[src/rtl/vga_timing_pkg.sv]
// vga_timing_pkg: default 640x480@60 raster timing, axis descriptor and helpers.
package vga_timing_pkg;
  typedef struct packed {
    int active;
    int front;
    int sync;
    int back;
  } vtg_axis_t;
  localparam vtg_axis_t H_DEFAULT = '{active: 640, front: 16, sync: 96, back: 48};
  localparam vtg_axis_t V_DEFAULT = '{active: 480, front: 10, sync: 2, back: 33};
  function automatic int axis_total(vtg_axis_t a);
    return a.active + a.front + a.sync + a.back;
  endfunction
endpackage

[src/rtl/vtg_axis_counter.sv]
// vtg_axis_counter: one raster axis; wrapping position counter with sync/active decode.
module vtg_axis_counter
  import vga_timing_pkg::*;
#(
  parameter vtg_axis_t AX = H_DEFAULT,
  parameter int W = 10
) (
  input  logic         clk,
  input  logic         rst,
  input  logic         i_step,
  output logic [W-1:0] o_count,
  output logic         o_wrap,
  output logic         o_in_sync,
  output logic         o_in_active
);
  localparam int TOTAL = axis_total(AX);
  localparam logic [W-1:0] LAST    = W'(TOTAL - 1);
  localparam logic [W-1:0] SYNC_LO = W'(AX.active + AX.front);
  localparam logic [W-1:0] SYNC_HI = W'(AX.active + AX.front + AX.sync - 1);
  localparam logic [W-1:0] ACT     = W'(AX.active);
  if (TOTAL > 2 ** W || AX.front < 1 || AX.sync < 1 || AX.back < 1) begin : g_bad
    $error("vtg_axis_counter: total exceeds 2**W or a porch/sync width is < 1");
  end
  logic [W-1:0] r_count;
  assign o_count     = r_count;
  assign o_wrap      = r_count == LAST;
  assign o_in_sync   = r_count >= SYNC_LO && r_count <= SYNC_HI;
  assign o_in_active = r_count < ACT;
  always_ff @(posedge clk)
    if (rst) r_count <= '0;
    else if (i_step) r_count <= o_wrap ? '0 : r_count + 1'b1;
endmodule

[src/rtl/vga_timing_gen.sv]
// vga_timing_gen: parametrised raster timing generator with registered, aligned outputs.
// Define VTG_FRAME_COUNT_EN to add the frame_cnt_o frame counter.
module vga_timing_gen
  import vga_timing_pkg::*;
#(
  parameter int H_ACTIVE    = H_DEFAULT.active,
  parameter int H_FRONT     = H_DEFAULT.front,
  parameter int H_SYNC      = H_DEFAULT.sync,
  parameter int H_BACK      = H_DEFAULT.back,
  parameter int V_ACTIVE    = V_DEFAULT.active,
  parameter int V_FRONT     = V_DEFAULT.front,
  parameter int V_SYNC      = V_DEFAULT.sync,
  parameter int V_BACK      = V_DEFAULT.back,
  parameter bit H_SYNC_POL  = 1'b0,
  parameter bit V_SYNC_POL  = 1'b0,
  parameter int POS_W       = 10,
  parameter int FRAME_CNT_W = 8
) (
  input  logic             clk_i,
  input  logic             reset_i,
  input  logic             pix_en_i,
  output logic             hsync_o,
  output logic             vsync_o,
  output logic             de_o,
  output logic [POS_W-1:0] hpos_o,
  output logic [POS_W-1:0] vpos_o,
  output logic             line_start_o,
`ifdef VTG_FRAME_COUNT_EN
  output logic             frame_start_o,
  output logic [FRAME_CNT_W-1:0] frame_cnt_o
`else
  output logic             frame_start_o
`endif
);
  localparam vtg_axis_t H_AX = '{active: H_ACTIVE, front: H_FRONT, sync: H_SYNC, back: H_BACK};
  localparam vtg_axis_t V_AX = '{active: V_ACTIVE, front: V_FRONT, sync: V_SYNC, back: V_BACK};
  if (FRAME_CNT_W < 1) begin : g_bad_fc
    $error("vga_timing_gen: FRAME_CNT_W must be >= 1");
  end
  logic [POS_W-1:0] w_h_cnt, w_v_cnt;
  logic w_h_wrap, w_h_sync, w_h_act, w_v_sync, w_v_act, w_unused_v_wrap, w_origin;
  logic [POS_W-1:0] r_hpos, r_vpos;
  logic r_hsync, r_vsync, r_de, r_line_start, r_frame_start;
  vtg_axis_counter #(.AX(H_AX), .W(POS_W)) u_h (
    .clk(clk_i), .rst(reset_i), .i_step(pix_en_i),
    .o_count(w_h_cnt), .o_wrap(w_h_wrap), .o_in_sync(w_h_sync), .o_in_active(w_h_act)
  );
  vtg_axis_counter #(.AX(V_AX), .W(POS_W)) u_v (
    .clk(clk_i), .rst(reset_i), .i_step(pix_en_i & w_h_wrap),
    .o_count(w_v_cnt), .o_wrap(w_unused_v_wrap), .o_in_sync(w_v_sync), .o_in_active(w_v_act)
  );
  assign w_origin = w_h_cnt == '0 && w_v_cnt == '0;
  // Outputs register the decode of the pre-increment counters; pulses drop while holding.
  always_ff @(posedge clk_i)
    if (reset_i) begin
      r_hsync       <= ~H_SYNC_POL;
      r_vsync       <= ~V_SYNC_POL;
      r_de          <= 1'b0;
      r_hpos        <= '0;
      r_vpos        <= '0;
      r_line_start  <= 1'b0;
      r_frame_start <= 1'b0;
    end else if (pix_en_i) begin
      r_hsync       <= w_h_sync ~^ H_SYNC_POL;
      r_vsync       <= w_v_sync ~^ V_SYNC_POL;
      r_de          <= w_h_act & w_v_act;
      r_hpos        <= w_h_cnt;
      r_vpos        <= w_v_cnt;
      r_line_start  <= w_h_cnt == '0;
      r_frame_start <= w_origin;
    end else begin
      r_line_start  <= 1'b0;
      r_frame_start <= 1'b0;
    end
  assign hsync_o       = r_hsync;
  assign vsync_o       = r_vsync;
  assign de_o          = r_de;
  assign hpos_o        = r_hpos;
  assign vpos_o        = r_vpos;
  assign line_start_o  = r_line_start;
  assign frame_start_o = r_frame_start;
`ifdef VTG_FRAME_COUNT_EN
  logic [FRAME_CNT_W-1:0] r_frame_cnt;
  always_ff @(posedge clk_i)
    if (reset_i) r_frame_cnt <= '0;
    else if (pix_en_i && w_origin) r_frame_cnt <= r_frame_cnt + 1'b1;
  assign frame_cnt_o = r_frame_cnt;
`endif
endmodule

[config.mk]
export PLATFORM = sky130hd
export DESIGN_NAME = vga_timing_gen
export DESIGN_NICKNAME = d
export VERILOG_FILES = /design/src/rtl/vga_timing_pkg.sv /design/src/rtl/vtg_axis_counter.sv /design/src/rtl/vga_timing_gen.sv
export SDC_FILE = /design/constraint.sdc
export NUM_CORES = 1
export LEC_CHECK = 0
export BUFFER_PORTS_ARGS = -buffer_cell sky130_fd_sc_hd__buf_4
export CORE_MARGIN = 3
export CORE_UTILIZATION = 50
export DETAILED_ROUTE_END_ITERATION = 8
export PLACE_DENSITY = 0.74
export RECOVER_POWER = 50
export REMOVE_ABC_BUFFERS = 1
export SLEW_MARGIN = 40
export SYNTH_ARGS = -nofsm -noshare
export SYNTH_HDL_FRONTEND = slang
export SYNTH_HIERARCHICAL = 1
export SYNTH_SLANG_ARGS = --single-unit
[constraint.sdc]
create_clock -name clk_i -period 2.2 [get_ports clk_i]
set_clock_uncertainty 0.2 [all_clocks]
set_input_delay 0 -clock clk_i [delete_from_list [all_inputs] [get_ports clk_i]]
set_output_delay 0 -clock clk_i [all_outputs]
set_load 0.02 [all_outputs]
==> qor.txt, run 1 <==
Initial core utilization - 52.79%
Slowest Stage Delay on Critical Path - 0.51 ns
Antenna diode instance count - 0
P_int - 1234 uW
Die Ht - 68.64 um
Max Clock Freq - 0.4772 GHz
Critical path class - reg2reg
Layout area overhead - 19.77%
Gr usage total - 18.49%
Family with the most delay on the worst path - simple AND/OR/NAND/NOR gates
CP Launch Point - u_h/o_count[5]
Max Cap Viol - 0
Vias - 1640
NumNets Final - 260
Most frequent cells in the layout - dfxtp_1, nor2_1, clkbuf_1, mux2i_1, buf_4
Drt total wl - 4.140 mm
Port Buffers - 27
Avg Inst Size Synth - 9.432 um^2
CTS tree - yes
Total CTS buffers - 5
Die width - 68.64 um
Clock latency on the worst-skew pair - 0.29 ns
Status - completed
Startpoint Class - flip-flop
Logic pwr share - 6.3%
Vias in the first global route - 1436
Worst-margin pin slew - 0.7906 ns
Drt wl/cell - 13.75 um
Synthesis Warnings - 6
Pwr/cell area - 662.0 mW/mm^2
Die area - 0.004711 mm^2
Initial antenna violation count - 0
Sw Share - 20.67%
Reg power frac - 53.4%
Setup_tns - 0 ns
Final worst-path cycle share - 95.26%
Bufs and invs on worst path - 0
Reg clk slew, reported paths - 0.08 ns
FP Rows - 22
Max-slew headroom - 47.30%
Max Slew Vio Count - 0
Post-DP HPWL - 2.741 mm
Peak supply drop - 0.3849 mV
Arr. time, crit path - 2.12 ns
Post-Place Setup Slack - 0.01515 ns
Global-route wire length before repair - 6.658 mm
RePlAce Congestion - 0.7663
Pleak - 0.0009056 uW
DR vias/cell - 5.449
NetSw - 321.5 uW
Count of mapped cells out of synthesis - 208
Commonest non-fill, non-tap cell in the layout - dfxtp_1
CP max FO - 5
Layout cells sized above 1 - 14.62%
Final ANT Viol Nets - 0
Min Tclk post-route - 2.096 ns
Min-Delay Path Class - reg2reg
Router iterations before antenna repair - 4
Mapped Area - 0.001962 mm^2
WP data required - 2.23 ns
RR Startpoint - u_h/o_count[5]
H-Tree Depth - 2
# DRC - 0
Clock power share - 40.2%
Largest net degree at the start of global routing - 32
RSZ-0062 raised after global routing - true
Hold path start - de_o
Core ar. - 0.003716 mm^2
Cells along the critical path - or2_2, nor3_2, and2_4, nand4_2, or4_1, a21oi_1
Count of final hold-check violations - 0
Clock tree buffer depth - 2
PnR worst setup slack - 0.1043 ns
Number of setup violations in the final report - 0
Endpoint type of the worst setup path - flip-flop
Root Buffer - clkbuf_8
Num Clock Sinks - 45
CP max stage cell - or4_1
# fillers - 333
Remaining Overflow, GRT - 0
I/O pins - 28
Initial DRC Count - 91
[tightest hold or removal path, cell delays in order, from the launching register on]
cell      delay (ns)
dfxtp_1         0.31
nand2b_1        0.06
a21oi_1         0.05
[area by class of cell]
| type | instances | area, um^2 | share of cell area (%) |
|---|---|---|---|
| Multi-Input combinational cell | 150 | 1008 | 42.92 |
| Sequential cell | 45 | 900.9 | 38.34 |
| Timing Repair Buffer | 45 | 245.2 | 10.44 |
| Clock buffer | 7 | 86.33 | 3.674 |
| Tap cell | 48 | 60.06 | 2.556 |
| Clock inverter | 1 | 30.03 | 1.278 |
| Inverter | 5 | 18.77 | 0.7987 |
[what timing repair did]
action | 4_1_cts | 5_1_grt
endpoints found under the setup margin | 1 | 4
buffers inserted | 0 | 1
pin swaps | 0 | 0
hold buffers | 3 | 0
gates resized for setup | 1 | 3
endpoints found under the hold margin | 31 | 0
[registers in the layout (all words and copies together) (netlist names)]
signal,count
vsync_o,1
u_h/o_count,10
frame_start_o,1
de_o,1
hpos_o,10
hsync_o,1
u_v/o_count,10
line_start_o,1
vpos_o,10
[stage by stage]
stage,hold slack [ns],std cells,area (um^2),util [%],power [uW]
5_1_grt,0.3057,301,2350,63.23,1613
3_3_place_gp,0.1452,289,2287,61.55,949.7
4_1_cts,0.2759,300,2439,65.62,1575
3_5_place_dp,0.1457,289,2287,61.55,951.5
6_report,0.2692,301,2350,63.23,1556
2_1_floorplan,-0.1309,200,1919,-,897.9
[per-layer routing]
metal | share of wire (%) | global-route usage [%] | vias up | routed length [um]
li1 | - | - | 831 | -
met1 | 49 | 24.93 | 770 | 2028
met2 | 45 | 29.44 | 35 | 1873
met3 | 5.0 | 3.890 | 4 | 205
met4 | 0.82 | 5.707 | 0 | 34
met5 | 0 | 0 | - | 0
[power by group through the flow]
| stage | Combinational, uW | Sequential [uW] | Clock, uW |
|---|---|---|---|
| after global placement | 99.0 | 851 | 0 |
| after global routing | 107 | 833 | 673 |
| after detailed placement | 101 | 851 | 0 |
| final | 98.5 | 831 | 626 |
| after floorplan | 33.0 | 865 | 0 |
| after CTS | 106 | 832 | 638 |
[worst paths after layout]
kind / slack, ns / to / cells after the start
hold reg to reg: 0.27 / de_o / 2
hold / removal: 0.27 / de_o / 2
setup / recovery: 0.10 / u_v/o_count[8] / 6
setup reg to reg: 0.10 / u_v/o_count[8] / 6
No activity file was read; power rests on OpenSTA's default activity.
==> run 2: changes to the inputs <==
- CORE_ASPECT_RATIO: unset -> 0.7
==> run 2 against run 1 <==
  * Routed wire length grew 0.36%
  * Clock-buffer cell count up 1
  * Clock power fell by 24%
  * Combinational power about the same
  * Core utilization is 0.79 points higher
  * Setup slack worse by 0.049 ns
  * Power down 9.8%
  * Non-clock buffer count unchanged
  * Die area up 0.26%
  * Via count down 0.12%
  * Critical path depth unchanged
  * Maximum frequency shrank 2.3%
  * Critical endpoint is now u_v/o_count[9]
  * Largest cell class unchanged
  * Largest power group unchanged
==> qor.txt, run 2 (synthesis results as in run 1) <==
Status - completed
Bufs and invs on worst path - 0
Min Tclk post-route - 2.145 ns
Pwr Total - 1403 uW
Die area - 0.004724 mm^2
Slowest Stage Delay on Critical Path - 0.53 ns
Worst Hold Depth - 2
Peak supply drop - 0.4366 mV
Layout area overhead - 19.07%
Commonest non-fill, non-tap cell in the layout - dfxtp_1
Die Ht - 58.41 um
Number of setup violations in the final report - 0
Final ANT Viol Nets - 0
CP max FO - 6
Setup slack, reg-to-reg - 0.06 ns
Total CTS buffers - 5
Vias in the first global route - 1502
Cells along the critical path - nand4b_1, nor3_4, and2_4, nand3_2, or4_1, a21oi_2
CP max stage cell - or4_1
Vias - 1638
Count of final hold-check violations - 0
# DRC - 0
WP data required - 2.23 ns
Initial DRC Count - 136
H-Tree Depth - 2
Crit path depth - 6
Family with the most delay on the worst path - simple AND/OR/NAND/NOR gates
DR vias/cell - 5.406
Router iterations before antenna repair - 5
I/O pins - 28
Endpoint type of the worst setup path - flip-flop
Gr usage total - 18.56%
Post-Place Setup Slack - -0.0005667 ns
Arr. time, crit path - 2.17 ns
Max Slew Vio Count - 0
Layout cells sized above 1 - 15.42%
Min-Delay Path Class - reg2reg
Critical path class - reg2reg
Remaining Overflow, GRT - 0
Finished Core Util - 64.03%
Max Cap Viol - 0
FP Rows - 18
Startpoint Class - flip-flop
Max Clock Freq - 0.4662 GHz
Hold path start - de_o
Core ar. - 0.003649 mm^2
Worst r2r dst - u_v/o_count[9]
Final worst-path cycle share - 97.50%
RR Startpoint - u_h/o_count[7]
Worst-margin pin slew - 0.5340 ns
NumNets Final - 260
Largest net degree at the start of global routing - 32
Reg clk slew, reported paths - 0.08 ns
Most frequent cells in the layout - dfxtp_1, nor2_1, clkbuf_1, mux2i_1, buf_4
Port Buffers - 27
CTS tree - yes
Post-DP HPWL - 2.814 mm
Hold path endpoint - de_o
Initial antenna violation count - 0
Drt wl/cell - 13.71 um
Antenna diode instance count - 0
Die width - 80.87 um
Global-route wire length before repair - 6.782 mm
Root Buffer - clkbuf_8
Setup_tns - 0 ns
Worst Reg2Reg Path Length in Cells - 6
RePlAce Congestion - 0.8672
Clock tree buffer depth - 2
Num Clock Sinks - 45
Pwr/cell area - 600.7 mW/mm^2
Pleak - 0.0009048 uW
Max-slew headroom - 64.19%
Initial core utilization - 53.77%
PnR worst setup slack - 0.05504 ns
Drt total wl - 4.155 mm
Clock latency on the worst-skew pair - 0.29 ns
[run 2: final cells by class]
class | count | area, um^2
Timing Repair Buffer | 45 | 249.0
Fill cell | 341 | 1313
Clock buffer | 8 | 80.08
Multi-Input combinational cell | 150 | 1025
Inverter | 5 | 18.77
Sequential cell | 45 | 900.9
Tap cell | 50 | 62.56
[run 2: worst max-delay path by stage]
stage                    from             end  slack [ns]
3_3_place_gp   u_h/o_count[5]  u_v/o_count[7]        0.05
6_report       u_h/o_count[7]  u_v/o_count[9]        0.06
2_1_floorplan  u_h/o_count[5]  u_v/o_count[7]       -0.06
4_1_cts        u_h/o_count[5]  u_v/o_count[7]        0.02
5_1_grt        u_h/o_count[7]  u_v/o_count[9]       -0.08
3_5_place_dp   u_h/o_count[5]  u_v/o_count[7]     -0.0006
[run 2: report_power, final]
group	leakage (uW)	switching [uW]	internal (uW)
clock network	0.0000395	248	226
logic	0.000501	61.2	37.1
registers	0.000364	5.37	826
total	0.000905	314	1090
[run 2: tightest hold or removal path, cell delays in order, from the launching register on]
cell and delay (ns):
dfxtp_1 0.31, nand2b_1 0.07, a21oi_1 0.06
[run 2: routing by layer]
layer  GRT usage, %  vias up  routed length (um)
met2          27.72       65                1744
met1          26.29      743                2097
met3          4.893        2                 297
met4          5.783        0                  16
li1               -      828                   -
met5              0        -                   0
[run 2: stage by stage]
| step | std cells | hold WS [ns] | instance area (um^2) |
|---|---|---|---|
| floorplan | 200 | -0.1309 | 1919 |
| global placement | 292 | 0.1825 | 2297 |
| detailed placement | 292 | 0.1862 | 2297 |
| CTS | 302 | 0.2888 | 2400 |
| global route | 303 | 0.3098 | 2336 |
| finish | 303 | 0.2872 | 2336 |
[run 2: timing repair]
item	CTS	global route
pin swaps	0	1
buffers inserted	0	1
hold buffers	2	0
cloned	0	0
endpoints found under the setup margin	1	4
resized for setup	1	5
endpoints found under the hold margin	28	0
